### src/rtl/button_debounce_pkg.sv
`default_nettype none
// ============================================================================
// Module      : button_debounce_pkg
// Description : Shared helpers for the multi-channel button debouncer:
//               ceil-log2, sample-tick period and parameter legality check.
// Revision    : 1.0 - initial release
// ============================================================================
`ifndef BUTTON_DEBOUNCE_PKG_SV
`define BUTTON_DEBOUNCE_PKG_SV

package button_debounce_pkg;

    // Ceiling log2; clog2(1) = 0.
    function automatic int clog2(input int value);
        int result;
        int v;
        result = 0;
        v      = value - 1;
        while (v > 0) begin
            result = result + 1;
            v      = v >> 1;
        end
        return result;
    endfunction

    // Clock cycles between consecutive sample ticks.
    function automatic int tick_cycles(input int clk_frequency,
                                       input int debounce_hz,
                                       input int samples);
        if ((debounce_hz * samples) <= 0)
            return 0;
        return clk_frequency / (debounce_hz * samples);
    endfunction

endpackage

`define BUTTON_DEBOUNCE_CHECK_PARAMS(CHANS, TICKS, SAMP, SYNC, HOLD) \
    if ((CHANS) < 1 || (TICKS) < 1 || (SAMP) < 2 || (SYNC) < 2 || (HOLD) < 0) begin : g_param_error \
        $error("button_debounce_multi: illegal parameter combination"); \
    end

`endif
`default_nettype wire

### src/rtl/button_debounce_tick.sv
`default_nettype none
// ============================================================================
// Module      : button_debounce_tick
// Description : Free-running prescaler producing a one-cycle sample tick
//               every TICK_CYCLES clocks, shared by all debounce channels.
// Revision    : 1.0 - initial release
// ============================================================================
module button_debounce_tick
    import button_debounce_pkg::*;
#(
    parameter int TICK_CYCLES = 25
) (
    input  logic clk,
    input  logic reset,
    output logic tick
);

    localparam int c_COUNT_WIDTH = (clog2(TICK_CYCLES) > 0) ? clog2(TICK_CYCLES) : 1;
    localparam logic [c_COUNT_WIDTH-1:0] c_LAST = c_COUNT_WIDTH'(TICK_CYCLES - 1);

    logic [c_COUNT_WIDTH-1:0] r_count;
    logic [c_COUNT_WIDTH-1:0] w_count_next;
    logic                     w_tick;

    always_comb begin
        w_tick       = (r_count == c_LAST);
        w_count_next = w_tick ? '0 : r_count + c_COUNT_WIDTH'(1);
    end

    always_ff @(posedge clk) begin
        if (reset) begin
            r_count <= '0;
        end else begin
            r_count <= w_count_next;
        end
    end

    assign tick = w_tick;

endmodule
`default_nettype wire

### src/rtl/button_debounce_multi.sv
`default_nettype none
// ============================================================================
// Module      : button_debounce_multi
// Description : N-channel button debouncer with shared sample tick,
//               selectable polarity, press/release and long-press pulses.
// Revision    : 1.0 - initial release
// ============================================================================
module button_debounce_multi
    import button_debounce_pkg::*;
#(
    parameter int CHANNELS      = 4,
    parameter int CLK_FREQUENCY = 10_000_000,
    parameter int DEBOUNCE_HZ   = 2,
    parameter int SAMPLES       = 4,
    parameter int SYNC_STAGES   = 2,
    parameter int ACTIVE_LOW    = 0,
    parameter int HOLD_SAMPLES  = 8
) (
    input  logic                clk,
    input  logic                reset,
    input  logic [CHANNELS-1:0] button,
    output logic [CHANNELS-1:0] debounce,
    output logic [CHANNELS-1:0] press,
    output logic [CHANNELS-1:0] release_pulse,
    output logic [CHANNELS-1:0] long_press
);

    localparam int   c_TICK_CYCLES = tick_cycles(CLK_FREQUENCY, DEBOUNCE_HZ, SAMPLES);
    localparam int   c_CNT_WIDTH   = clog2(SAMPLES);
    localparam logic [c_CNT_WIDTH-1:0] c_CNT_LAST = c_CNT_WIDTH'(SAMPLES - 1);
    localparam logic c_INVERT      = (ACTIVE_LOW != 0);

    `BUTTON_DEBOUNCE_CHECK_PARAMS(CHANNELS, c_TICK_CYCLES, SAMPLES, SYNC_STAGES, HOLD_SAMPLES)

    logic w_tick;

    button_debounce_tick #(
        .TICK_CYCLES (c_TICK_CYCLES)
    ) u_tick (
        .clk   (clk),
        .reset (reset),
        .tick  (w_tick)
    );

    generate
        for (genvar gi = 0; gi < CHANNELS; gi++) begin : g_channel
            logic [SYNC_STAGES-1:0] r_sync;
            logic [c_CNT_WIDTH-1:0] r_cnt;
            logic [c_CNT_WIDTH-1:0] w_cnt_next;
            logic                   r_debounce;
            logic                   r_press;
            logic                   r_release;
            logic                   w_sample;
            logic                   w_toggle;

            // Any sample agreeing with the current level restarts the window.
            always_comb begin
                w_sample   = r_sync[SYNC_STAGES-1] ^ c_INVERT;
                w_toggle   = 1'b0;
                w_cnt_next = r_cnt;
                if (w_sample == r_debounce) begin
                    w_cnt_next = '0;
                end else if (w_tick) begin
                    if (r_cnt == c_CNT_LAST) begin
                        w_toggle   = 1'b1;
                        w_cnt_next = '0;
                    end else begin
                        w_cnt_next = r_cnt + c_CNT_WIDTH'(1);
                    end
                end
            end

            always_ff @(posedge clk) begin
                if (reset) begin
                    r_sync     <= '0;
                    r_cnt      <= '0;
                    r_debounce <= 1'b0;
                    r_press    <= 1'b0;
                    r_release  <= 1'b0;
                end else begin
                    r_sync     <= {r_sync[SYNC_STAGES-2:0], button[gi]};
                    r_cnt      <= w_cnt_next;
                    r_debounce <= r_debounce ^ w_toggle;
                    r_press    <= w_toggle & ~r_debounce;
                    r_release  <= w_toggle & r_debounce;
                end
            end

            assign debounce[gi]      = r_debounce;
            assign press[gi]         = r_press;
            assign release_pulse[gi] = r_release;

            if (HOLD_SAMPLES > 0) begin : g_hold
                localparam int c_HOLD_WIDTH = clog2(HOLD_SAMPLES + 1);
                localparam logic [c_HOLD_WIDTH-1:0] c_HOLD_MAX = c_HOLD_WIDTH'(HOLD_SAMPLES);

                logic [c_HOLD_WIDTH-1:0] r_hold;
                logic [c_HOLD_WIDTH-1:0] w_hold_next;
                logic                    r_long;
                logic                    w_long_next;

                // Saturation at the limit makes the pulse fire once per press.
                always_comb begin
                    w_hold_next = r_hold;
                    w_long_next = 1'b0;
                    if (!r_debounce) begin
                        w_hold_next = '0;
                    end else if (w_tick && (r_hold != c_HOLD_MAX)) begin
                        w_hold_next = r_hold + c_HOLD_WIDTH'(1);
                        w_long_next = (w_hold_next == c_HOLD_MAX);
                    end
                end

                always_ff @(posedge clk) begin
                    if (reset) begin
                        r_hold <= '0;
                        r_long <= 1'b0;
                    end else begin
                        r_hold <= w_hold_next;
                        r_long <= w_long_next;
                    end
                end

                assign long_press[gi] = r_long;
            end else begin : g_no_hold
                assign long_press[gi] = 1'b0;
            end
        end
    endgenerate

endmodule
`default_nettype wire

### config.mk
export PLATFORM = sky130hd
export DESIGN_NAME = button_debounce_multi
export DESIGN_NICKNAME = d
export VERILOG_FILES = /design/src/rtl/button_debounce_pkg.sv /design/src/rtl/button_debounce_tick.sv /design/src/rtl/button_debounce_multi.sv
export SDC_FILE = /design/constraint.sdc
export NUM_CORES = 1
export LEC_CHECK = 0
export CAP_MARGIN = 0
export CORE_MARGIN = 5
export CORE_UTILIZATION = 50
export CTS_CLUSTER_DIAMETER = 60
export CTS_CLUSTER_SIZE = 25
export DETAILED_ROUTE_END_ITERATION = 8
export GPL_TIMING_DRIVEN = 0
export MAX_ROUTING_LAYER = met4
export PLACE_DENSITY = 0.7
export SLEW_MARGIN = 20
export SYNTH_ARGS = -nofsm -noshare
export SYNTH_HDL_FRONTEND = slang
export SYNTH_HIERARCHICAL = 1
export SYNTH_SLANG_ARGS = --single-unit
### constraint.sdc
create_clock -name clk -period 7.3 [get_ports clk]
set_clock_uncertainty 0.2 [all_clocks]
set_input_delay 1.46 -clock clk [delete_from_list [all_inputs] [get_ports clk]]
set_output_delay 1.46 -clock clk [all_outputs]
set_load 0.03 [all_outputs]
==> results of run 1 <==
[synthesized netlist by cell type, types with 3 or more instances]
library cell	count	area [um^2]
a21o_1	4	30.03
a21oi_1	24	120.1
buf_4	18	135.1
dfxtp_1	69	1381
ha_1	13	162.7
inv_1	14	52.55
mux2i_1	4	40.04
nand2_1	32	120.1
nand2b_1	10	62.56
nand3_1	14	70.07
nand3b_1	4	30.03
nand4_1	11	68.82
nand4b_1	3	26.28
nor2_1	23	86.33
nor2_2	10	62.56
nor2b_1	9	56.30
nor3_1	12	60.06
nor3b_1	6	45.04
nor4_1	4	25.02
o21ai_0	6	30.03
or3_1	6	37.54
xnor2_1	12	105.1
xor2_1	14	122.6
[sequential cells by signal (all words and copies together) (netlist names), named ones only]
register and cells:
u_tick/r_count 21, g_channel.g_hold.r_hold 16, g_channel.r_cnt 8, g_channel.r_sync 8, g_channel.g_hold.r_long 4, g_channel.r_press 4, g_channel.r_release 4
[layout make-up]
class                           count  share of cell area
Buffer                             24             0.04777
Sequential cell                    69              0.3767
Tap cell                           75             0.02559
Clock buffer                       12             0.04231
Clock inverter                      4             0.01911
Timing Repair Buffer               21             0.05732
Multi-Input combinational cell    239              0.4159
Inverter                           15             0.01535
[metal layers]
metal | wire length, um | vias up | part of all wire | GRT usage
li1 | - | 1233 | - | -
met1 | 2630 | 1123 | 0.46 | 0.1877
met2 | 2806 | 32 | 0.49 | 0.2786
met3 | 233 | 7 | 0.041 | 0.06359
met4 | 72 | 0 | 0.013 | 0.05142
met5 | 0 | - | 0 | -
[power breakdown]
group / switching (mW) / leakage, nW / internal, mW
Sequential: 0.00277 / 0.558 / 0.380
Combinational: 0.00732 / 0.604 / 0.00792
Clock: 0.136 / 0.116 / 0.210
[worst paths after layout]
| kind | cells after the start | to | from | slack (ps) |
|---|---|---|---|---|
| max | 2 | debounce[0] | flop | 4060 |
| min | 1 | g_channel[0].r_sync[1] | g_channel[0].r_sync[0] | 240 |
| max reg2reg | 8 | g_channel[0].r_release | u_tick/r_count[0] | 4540 |
| min reg2reg | 1 | g_channel[0].r_sync[1] | g_channel[0].r_sync[0] | 240 |
[worst register-to-register path, stage by stage (launching register included)]
cell	delay [ps]
dfxtp_1	390
ha_1	260
nand4_1	280
or4_4	590
nor2_1	210
buf_4	210
nor2b_1	230
nand2_1	110
nor3b_1	200
[logic make-up (layout without fill, tap and decap cells)]
kind of cell	Yosys count	in the layout	synth area share
buf+inv	39	76	0.07376
flops	69	69	0.4402
mux	4	4	0.01276
xor+xnor	26	26	0.07257
compound gates	41	41	0.08015
fa+ha+maj	13	13	0.05184
simple gates	155	155	0.2687
==> flow_summary.json, run 1 <==
{
  "status": "completed",
  "place.gp.congestion": 0.8166,
  "utilization": 0.6086,
  "cts_tree": "done",
  "finalSetupViolations": 0,
  "drc": 0,
  "synth-async-reset-ratio": 0,
  "antenna_cells": 0,
  "dr_total_vias": 2395,
  "synth-main-ff-cell": "dfxtp_1",
  "critPathMaxStageDelay_ps": 650,
  "nFillCells": 551,
  "cp_num_buf_inv": 2,
  "rows": 28,
  "syn_nets": 366,
  "drive_gt1_frac": 0.1406,
  "p_total_mw": 0.7439,
  "area_delta_synth_final_pct": 16.87,
  "holdWs_ps": 244.7,
  "drt-total-wl_mm": 5.743,
  "numCtsBuffers": 9,
  "ir_drop_v": 0.0001586,
  "start_util": 0.5208,
  "power_density_nw_per_um2": 202.9,
  "wire_per_inst_um": 12.51,
  "numClockSinks": 69,
  "cts_max_level": 3,
  "insertion_delay_ps": 340,
  "finalWorstSetupSlack_ps": 4056,
  "grt-ovfl-total": 0,
  "seqCellArea_um2": 1381,
  "core-area_um2": 6026,
  "clockBufferDepth": 2,
  "cts_hold_buf": 0,
  "final.min_clock_period_ps": 3244,
  "tightestPinTransition_ps": 523.8,
  "dpl_cell_area_um2": 3442,
  "clk_pin_slew_ps": 70,
  "p_leak_nw": 1.278,
  "design_area_um2": 3667,
  "rsz0062_at_grt": "no",
  "grtUsageTotal": 0.1681,
  "cap_viol_max_count": 0,
  "antenna_found_initial": 0,
  "hold_path.class": "flop to flop",
  "drtIter0Drc": 85,
  "dieHeight_um": 89.22,
  "dr.pass1.iters": 4,
  "final.setup.tns_ps": 0,
  "crit_required_ps": 5640,
  "nNetsFinal": 398,
  "synth-edff-count": 0,
  "postCtsSetupBuffers": 0,
  "worst_setup_path_start_kind": "flop",
  "antenna_left": 0,
  "cp_max_fo": 6,
  "cts_resized": 0,
  "final_common_cell": "dfxtp_1",
  "slew_headroom": 0.6508,
  "synth-warning-count": 6,
  "drv_slew": 0,
  "die_w_um": 89.22,
  "final_cell_mix": "dfxtp_1 (69), nand2_1 (32), a21oi_1 (24)",
  "grt_max_degree": 12,
  "syn_avg_cell_area_um2": 9.043,
  "pin_count": 22,
  "arrival_ps": 1580,
  "ys_types": 40,
  "fin_crit_sh": 0.4444,
  "worstPathCellList": "buf_4, clkdlybuf4s50_1",
  "crit_type": "flop to output port",
  "syn_area_um2": 3138,
  "cp-end-kind": "output port",
  "ys_seq_area_frac": 0.4402,
  "hpwl_mm": 3.937,
  "final_cells": 459,
  "grt_pass1_wl_mm": 9.963,
  "place_ws_ps": 4156,
  "timing.fmax_mhz": 308.3,
  "fp.dieArea_um2": 7960,
  "path_delay_family": "buffers and inverters",
  "port_buffers": 21,
  "critPathSlowestCell": "clkdlybuf4s50_1",
  "post-place-cells": 443,
  "ys_ff_latch": 69,
  "cts-root-buf": "clkbuf_8",
  "vias_per_cell": 5.218,
  "multi_input_area_um2": 1525,
  "netlist_instances": 347,
  "grt_pass1_vias": 2261,
  "final-hold-violation-count": 0
}
(Power assumes the default switching activity.)
==> run 2, diff against run 1 <==
- PLACE_DENSITY: 0.7 -> 0.72
- clock period: 7.3 -> 2.9 ns (I/O delays scaled with it)
==> run 2 against run 1 <==
Net effect: wire length shrank 0.94%; design area rose by 0.38%; total power grew to 2.5 times the previous value; utilization rose by 0.23 points; non-clock buffer count is 1 higher; first-iteration DRC count down 1.2%; sequential power rose to 2.5 times the previous value; critical endpoint is now g_channel[0].r_release; largest power group unchanged; final cell count grew 0.22%; sequential cell count did not move; register-to-register slack got worse by 4300 ps; worst hold slack got worse by 18 ps; critical path depth grew 5.
==> flow_summary.json, run 2 (synthesis gave the netlist of run 1 again) <==
{
  "status": "completed",
  "grtUsageTotal": 0.1678,
  "cp-end-kind": "flop",
  "nFillCells": 511,
  "place.gp.congestion": 0.7928,
  "drtIter0Drc": 84,
  "r2r_start": "u_tick/r_count[13]",
  "grt_max_degree": 14,
  "final_cell_mix": "dfxtp_1 (69), nand2_1 (32), a21oi_1 (24)",
  "clk_pin_slew_ps": 80,
  "clockBufferDepth": 2,
  "critPathLaunch": "u_tick/r_count[13]",
  "cts_resized": 0,
  "worst_setup_path_start_kind": "flop",
  "crit_required_ps": 2970,
  "grt_pass1_vias": 2194,
  "arrival_ps": 2760,
  "cts_hold_buf": 0,
  "pin_count": 22,
  "ir_drop_v": 0.0003884,
  "nNetsFinal": 399,
  "vias_per_cell": 5.130,
  "hpwl_mm": 3.983,
  "dr_total_vias": 2360,
  "antenna_left": 0,
  "area_delta_synth_final_pct": 17.30,
  "drt-total-wl_mm": 5.689,
  "cts_tree": "done",
  "antenna_found_initial": 0,
  "dr.pass1.iters": 4,
  "critPathSlowestCell": "or4_4",
  "r2r_cells": 7,
  "core-area_um2": 6026,
  "wire_per_inst_um": 12.37,
  "holdWs_ps": 226.2,
  "antenna_cells": 0,
  "start_util": 0.5208,
  "largest_reg_flops": 21,
  "path_delay_family": "simple AND/OR/NAND/NOR gates",
  "final.min_clock_period_ps": 2693,
  "drc": 0,
  "postCtsSetupBuffers": 0,
  "worstPathCellList": "or4b_1, or4_4, nor2_1, buf_4, nor2b_1, nand2_1, nor3b_1",
  "crit_end": "g_channel[0].r_release",
  "cts_max_level": 3,
  "crit_type": "flop to flop",
  "finalSetupViolations": 0,
  "insertion_delay_ps": 340,
  "final-hold-violation-count": 0,
  "cp.depth": 7,
  "slew_headroom": 0.6357,
  "final_common_cell": "dfxtp_1",
  "die_w_um": 89.22,
  "rows": 28,
  "hold_path.class": "flop to flop",
  "final.setup.tns_ps": 0,
  "p_leak_nw": 1.280,
  "rsz0062_at_grt": "no",
  "timing.fmax_mhz": 371.3,
  "max_flop_register": "u_tick/r_count",
  "timing.rr.end": "g_channel[0].r_release",
  "numCtsBuffers": 9,
  "numClockSinks": 69,
  "cp_max_fo": 10,
  "fin_crit_sh": 0.9287,
  "drive_gt1_frac": 0.1455,
  "grt_pass1_wl_mm": 9.963,
  "critPathMaxStageDelay_ps": 580,
  "cap_viol_max_count": 0,
  "cts-root-buf": "clkbuf_8",
  "port_buffers": 21,
  "tightestPinTransition_ps": 546.5,
  "reg_top3": "u_tick/r_count (21), g_channel.g_hold.r_hold (16)",
  "dieHeight_um": 89.22,
  "power_density_nw_per_um2": 514.7,
  "utilization": 0.6109,
  "cp_num_buf_inv": 1,
  "ff2ff_setup_slack_ps": 210,
  "grt-ovfl-total": 0,
  "drv_slew": 0,
  "fp.dieArea_um2": 7960
}
[run 2: final cells by class]
| type | count | area, um^2 | share of cell area |
|---|---|---|---|
| Clock inverter | 6 | 93.84 | 0.02549 |
| Inverter | 15 | 56.30 | 0.01530 |
| Clock buffer | 10 | 137.6 | 0.03739 |
| Timing Repair Buffer | 22 | 217.7 | 0.05914 |
| Buffer | 24 | 175.2 | 0.04759 |
| Sequential cell | 69 | 1381 | 0.3753 |
| Multi-Input combinational cell | 239 | 1525 | 0.4143 |
| Tap cell | 75 | 93.84 | 0.02549 |
[run 2: metrics by stage]
step                      cell area [um^2]  instances  worst slack [ps]  power [mW]
after floorplan                       3138        347             461.1       1.008
after global placement                3442        443             232.3       1.023
after detailed placement              3442        443             199.7       1.024
after CTS                             3674        459             178.2       1.918
after global routing                  3681        460             34.42       1.970
final                                 3681        460             206.8       1.895
[run 2: routing by layer]
layer / up-vias / global-route usage / share of wire
met5: - / - / 0
met4: 0 / 0.08796 / 0.020
met3: 10 / 0.03410 / 0.034
met2: 25 / 0.2646 / 0.47
met1: 1089 / 0.2018 / 0.48
li1: 1236 / - / -
[run 2: worst register-to-register path, cell delays in order, from the launching register on]
cell,delay (ps)
dfxtp_1,350
or4b_1,540
or4_4,580
nor2_1,220
buf_4,210
nor2b_1,210
nand2_1,100
nor3b_1,200
[run 2: report_power, final]
group / internal (mW) / leakage (nW) / switching [mW] / total (mW)
clock network: 0.515 / 0.113 / 0.379 / 0.894
logic: 0.0201 / 0.608 / 0.0185 / 0.0386
registers: 0.955 / 0.558 / 0.00720 / 0.963
[run 2: worst min path at each step]
stage | cells after the start | from | endpoint
floorplan | 1 | g_channel[0].r_sync[0] | g_channel[0].r_sync[1]
global placement | 1 | g_channel[3].r_sync[0] | g_channel[3].r_sync[1]
detailed placement | 1 | g_channel[0].r_sync[0] | g_channel[0].r_sync[1]
CTS | 1 | g_channel[0].r_sync[0] | g_channel[0].r_sync[1]
global route | 1 | g_channel[0].r_sync[0] | g_channel[0].r_sync[1]
finish | 1 | g_channel[0].r_sync[0] | g_channel[0].r_sync[1]
==> run 3, diff against run 2 <==
- CTS_CLUSTER_DIAMETER: 60 -> default
==> results of run 3 <==
The final DEF is identical to that of run 2; final timing and power are the same.
